<file path="src/rtl/s2p_aligner.sv">
// Four-lane serial-to-parallel receiver: deserialises each lane LSB-first,
// aligns it to a COM symbol, and reports per-lane and whole-link lock.
module s2p_aligner #(
   parameter logic [7:0] COM          = 8'hBC,
   parameter int         LOCK_TIMEOUT = 16
) (
   input  logic       CLK,
   input  logic       reset,
   input  logic       ENB,
   input  logic [3:0] data_in,
   output logic [7:0] D0,
   output logic [7:0] D1,
   output logic [7:0] D2,
   output logic [7:0] D3,
   output logic [3:0] valid,
   output logic [3:0] lock,
   output logic       all_lock
);

   typedef enum logic {HUNT = 1'b0, LOCKED = 1'b1} state_t;

   localparam logic [7:0] TMO_LAST = 8'(LOCK_TIMEOUT - 1);

   logic all_lock_q;

   for (genvar g = 0; g < 4; g++) begin : g_lane
      state_t     state_q;
      logic [7:0] sr_q;
      logic [7:0] sr_d;
      logic [7:0] byte_q;
      logic [2:0] bcnt_q;
      logic [7:0] tcnt_q;
      logic       valid_q;

      // Newest bit enters at the MSB, so after 8 bits bit 0 is the first one sent.
      assign sr_d = {data_in[g], sr_q[7:1]};

      always_ff @(posedge CLK) begin
         if (reset) begin
            state_q <= HUNT;
            sr_q    <= 8'h00;
            byte_q  <= 8'h00;
            bcnt_q  <= 3'd0;
            tcnt_q  <= 8'd0;
            valid_q <= 1'b0;
         end else if (!ENB) begin
            valid_q <= 1'b0;
         end else begin
            sr_q    <= sr_d;
            valid_q <= 1'b0;
            if (state_q == HUNT) begin
               if (sr_d == COM) begin
                  state_q <= LOCKED;
                  byte_q  <= COM;
                  valid_q <= 1'b1;
                  bcnt_q  <= 3'd0;
                  tcnt_q  <= 8'd0;
               end
            end else begin
               bcnt_q <= bcnt_q + 3'd1;
               if (bcnt_q == 3'd7) begin
                  byte_q  <= sr_d;
                  valid_q <= 1'b1;
                  if (sr_d == COM) begin
                     tcnt_q <= 8'd0;
                  end else if (tcnt_q == TMO_LAST) begin
                     // Last byte before timeout is still delivered; lock drops with it.
                     state_q <= HUNT;
                     tcnt_q  <= 8'd0;
                  end else begin
                     tcnt_q <= tcnt_q + 8'd1;
                  end
               end
            end
         end
      end

      assign valid[g] = valid_q;
      assign lock[g]  = (state_q == LOCKED);
   end

   always_ff @(posedge CLK) begin
      if (reset) all_lock_q <= 1'b0;
      else       all_lock_q <= &lock;
   end

   assign all_lock = all_lock_q;
   assign D0 = g_lane[0].byte_q;
   assign D1 = g_lane[1].byte_q;
   assign D2 = g_lane[2].byte_q;
   assign D3 = g_lane[3].byte_q;

endmodule
</file>
<file path="config.mk">
export PLATFORM = sky130hd
export DESIGN_NAME = s2p_aligner
export DESIGN_NICKNAME = d
export VERILOG_FILES = /design/src/rtl/s2p_aligner.sv
export SDC_FILE = /design/constraint.sdc
export NUM_CORES = 1
export LEC_CHECK = 0
export CORE_AREA = 2 2 100 102
export DETAILED_ROUTE_END_ITERATION = 16
export DIE_AREA = 0 0 102 104
export PLACE_DENSITY = 0.75
export REMOVE_ABC_BUFFERS = 1
export SLEW_MARGIN = 20
export SYNTH_ARGS = -nofsm -noshare
export SYNTH_HDL_FRONTEND = slang
export SYNTH_SLANG_ARGS = --single-unit
</file>
<file path="constraint.sdc">
create_clock -name CLK -period 2.48 [get_ports CLK]
set_input_delay 0.248 -clock CLK [delete_from_list [all_inputs] [get_ports CLK]]
set_output_delay 0.248 -clock CLK [all_outputs]
set_load 0.03 [all_outputs]
</file>
==> metrics.md <==
| Metric | Value |
|---|---|
| Total CTS buffers | `17` |
| Net Sw Frac | `20.0%` |
| Yosys reg bits | `113` |
| Total power density per cell area | `706 nW/µm²` |
| Arrival time at the worst endpoint | `2.60 ns` |
| Post-cts hold buffer count | `0` |
| EDFF count, synth | `0` |
| Setup WS pre-CTS | `0.374 ns` |
| Post-layout power | `4.32 mW` |
| Maximum clock path buffer count | `2` |
| Async set or reset register ratio after synthesis | `0%` |
| CTS clk-pin slew, worst paths | `0.05 ns` |
| Yosys warns | `0` |
| Nets | `630` |
| Count of cell types in the netlist | `49` |
| Overall die width | `102 µm` |
| Crit end category | `register` |
| Number of nets with antenna violations after detailed routing | `0` |
| Number of antenna violations at the first check in global routing | `0` |
| Row cnt | `36` |
| Skew-Pair Late Insertion Delay | `0.51 ns` |
| RSZ-0062 raised after global routing | `no` |
| Number of levels in the clock H-tree | `4` |
| Post-layout util | `64.1%` |
| Required time of the worst setup path | `2.92 ns` |
| Ports placed on the boundary | `48` |
| Number of max-slew violations in the final report | `0` |
| Fraction of the mapped netlist area in adder cells | `2.96%` |
| Area growth syn-to-layout | `20.7%` |
| Fin. Hold Viols | `0` |
| Internal power consumption | `3.46 mW` |
| Largest family of logic cells by synthesized area | `simple AND/OR/NAND/NOR gates` |
| Detailed router's first-iteration violation count | `138` |
| Highest Clock Rate | `462 MHz` |
| Drc violations | `0` |
| Post-synth top area share | `44.6%` |
| Placed Cells | `725` |
| Time the worst path needs with I/O delays and setup | `2.16 ns` |
| Total via count in the routed design | `4379` |
| Clock share of power | `55.4%` |
| Gpl congestion | `0.751` |
| Worst flop-to-flop path startpoint | `g_lane[0].bcnt_q[0]` |
| Switching power of the nets | `0.865 mW` |
| Total of buffers placed on input and output ports | `47` |
| Synthesized netlist cell count | `580` |
| Hold crit path type | `in2reg` |
| Top_reg_cell synth | `sky130_fd_sc_hd__dfxtp_1` |
| Number of detailed-route iterations in the first pass | `4` |
| Status | `complete, no violations` |
| R2R setup slack | `0.32 ns` |
| Reg2Reg Depth | `6` |
| Basic-gate share of the synthesized area counting and, or, nand and nor cells | `24.5%` |
| Transition time at the pin with the least slew margin | `0.985 ns` |
| Final period util | `87.2%` |
| CP max FO | `11` |
| Area enclosed by the die boundary | `10600 µm²` |
| Final HPWL DP | `6.96 mm` |
| Per-instance average area after synthesis | `8.74 µm²` |
| Fin worst setup slack | `0.317 ns` |
| Maximum Capacitance Violations | `0` |
| Sequential cell area fraction in the yosys report | `44.6%` |
| Final setup violation count | `0` |
| Endpoint of the worst hold-timing path | `g_lane[0].state_q` |
| Post-synthesis cell type with the largest combined area | `sky130_fd_sc_hd__dfxtp_1` |
| Effective utilization at floorplan | `53.1%` |
| Total negative slack | `0 ns` |
| Post-synthesis share of cell area spent on xor and xnor gates | `0%` |
| Final wirelength | `11.0 mm` |
| Total congestion overflow after global routing | `0` |
| Sequential power share | `42.4%` |
| Startpoint of the most critical hold path | `ENB` |
| Number of fill cells | `826` |
| Fraction of final layout cells with drive strength greater than 1 | `8.37%` |
| Setup CP Type | `reg2reg` |
| Final routed wire length divided by cell count | `14.6 µm` |
| Global-route wire length before repair | `19.0 mm` |
| Antenna diode instance count | `0` |
| CTS root buffer | `sky130_fd_sc_hd__clkbuf_8` |
| Post-CTS Setup Bufs | `0` |
| Final cell count without fillers | `754` |
| Compound-Gate Fraction of Synth Area | `16.0%` |
| Cells taking the most area after synthesis | `sky130_fd_sc_hd__dfxtp_1 (45%), sky130_fd_sc_hd__nor2_1 (5.9%), sky130_fd_sc_hd__mux2i_1 (5.5%)` |
| Total global routing track utilization | `21.8%` |
| Clock tree from TritonCTS | `done` |
| Syn Std Cell Area | `5070 µm²` |
| Post-CTS resize count | `0` |
| Sink count of the clock tree | `113` |
| Number of instances on the worst hold path | `3` |
| Number of global-route vias before repair | `4202` |
| Area of the placeable core | `9550 µm²` |
| Critical register-to-register path endpoint | `D0[0]` |
| Normalized max-slew margin | `33.5%` |
| Largest net degree at the start of global routing | `73` |
| Leakage power figure | `2.25 nW` |
| Fraction of synthesized area in multiplexers | `5.53%` |
| Die Y | `104 µm` |
| Max VDD drop | `0.366 mV` |
| Vias per cell | `5.81` |
| Startpoint class of the critical path | `register` |
| Relative contribution of combinational cells to total power | `2.2%` |
| Clock Skews | `0.00855 ns` |
## Yosys cell counts (11+ instances only)
cell and number:
sky130_fd_sc_hd__nand2_1 30, sky130_fd_sc_hd__inv_1 22, sky130_fd_sc_hd__nor3_1 17, sky130_fd_sc_hd__a31oi_1 18
sky130_fd_sc_hd__or3_1 11, sky130_fd_sc_hd__clkbuf_1 25, sky130_fd_sc_hd__mux2i_1 28, sky130_fd_sc_hd__dfxtp_1 113
sky130_fd_sc_hd__a22oi_1 13, sky130_fd_sc_hd__nand3_1 38, sky130_fd_sc_hd__ha_1 12, sky130_fd_sc_hd__nor2_1 80
sky130_fd_sc_hd__a21oi_1 35, sky130_fd_sc_hd__o21ai_0 22
## layout make-up
type / count / area, µm² / share of cell area (%)
tap: 133 / 166 / 2.72
timing repair buffer: 57 / 538 / 8.79
multi-input combinational: 400 / 2480 / 40.6
clock buffer: 25 / 514 / 8.40
clock inverter: 4 / 72.6 / 1.19
sequential: 113 / 2260 / 37.0
inverter: 22 / 82.6 / 1.35
## state kept, by name (all words and copies together), names as in the netlist
name / cells
D0: 8
D1: 8
D2: 8
D3: 8
all_lock: 1
g_lane.bcnt_q: 12
g_lane.sr_q: 28
g_lane.state_q: 4
g_lane.tcnt_q: 32
g_lane.valid_q: 4
## layer usage
metal / track usage, % / vias to the layer above / share of wire (%)
met5: 0 / - / 0
met4: 8.67 / 0 / 0.77
met3: 5.17 / 10 / 4.5
met2: 34.4 / 116 / 48
met1: 28.6 / 2090 / 46
li1: - / 2163 / -
## power by group through the flow
stage	logic [mW]	registers [mW]	clock network, mW
floorplan	0.0272	1.87	0
global placement	0.0931	1.87	0
detailed placement	0.0957	1.87	0
CTS	0.0961	1.83	2.42
global route	0.105	1.83	2.50
finish	0.0959	1.83	2.39
## per-stage QoR
step | hold WS [ns] | instance area, µm²
after floorplan | 0.317 | 4830
after global placement | 0.443 | 5530
after detailed placement | 0.441 | 5530
after CTS | 0.187 | 6120
after global routing | 0.222 | 6120
final | 0.200 | 6120
## worst max path at each step
stage                         from                   to  slack [ns]  cells past startpoint
2_1_floorplan    g_lane[1].sr_q[3]  g_lane[1].tcnt_q[7]        0.61                      4
3_3_place_gp   g_lane[0].bcnt_q[0]  g_lane[0].tcnt_q[6]        0.43                      6
3_5_place_dp   g_lane[3].bcnt_q[0]  g_lane[3].tcnt_q[2]        0.37                      6
4_1_cts          g_lane[3].state_q              lock[3]        0.32                      2
5_1_grt        g_lane[0].bcnt_q[0]                D0[1]        0.14                      6
6_report       g_lane[0].bcnt_q[0]                D0[0]        0.32                      6
## cells by family after synthesis
kind of cell | Yosys count
buffers and inverters | 67
flip-flops | 113
multiplexers | 28
adder cells (fa/ha/maj) | 12
AO/OA/AOI/OAI | 124
AND/OR/NAND/NOR | 236
## worst max-delay path, stage by stage (launching register included)
cell	delay [ns]
sky130_fd_sc_hd__dfxtp_1	0.31
sky130_fd_sc_hd__ha_1	0.21
sky130_fd_sc_hd__ha_1	0.25
sky130_fd_sc_hd__and3_1	0.26
sky130_fd_sc_hd__a41oi_1	0.77
sky130_fd_sc_hd__a22oi_1	0.15
sky130_fd_sc_hd__nor2_1	0.15
## cells in the final DEF, fill, tap and decap left out, drive strengths merged, types with 3 or more instances in the layout
cell type      netlist  layout
dfxtp              113     113
nor2                80      80
clkdlybuf4s50        0      45
nand3               39      39
a21oi               36      36
nand2               30      30
mux2i               28      28
clkbuf              26      25
inv                 22      22
o21ai               22      22
a31oi               18      18
nor3                17      17
a22oi               13      13
ha                  12      12
or3                 12      12
buf                 19      12
and3                10      10
a211oi              10      10
nand4               10      10
nand2b               6       6
nand4b               6       6
o32ai                5       5
a41oi                5       5
and4b                4       4
or4                  4       4
and4                 3       3
o2111ai              3       3
nor4                 3       3
a32oi                3       3
Power figures use the tool's default switching activity.
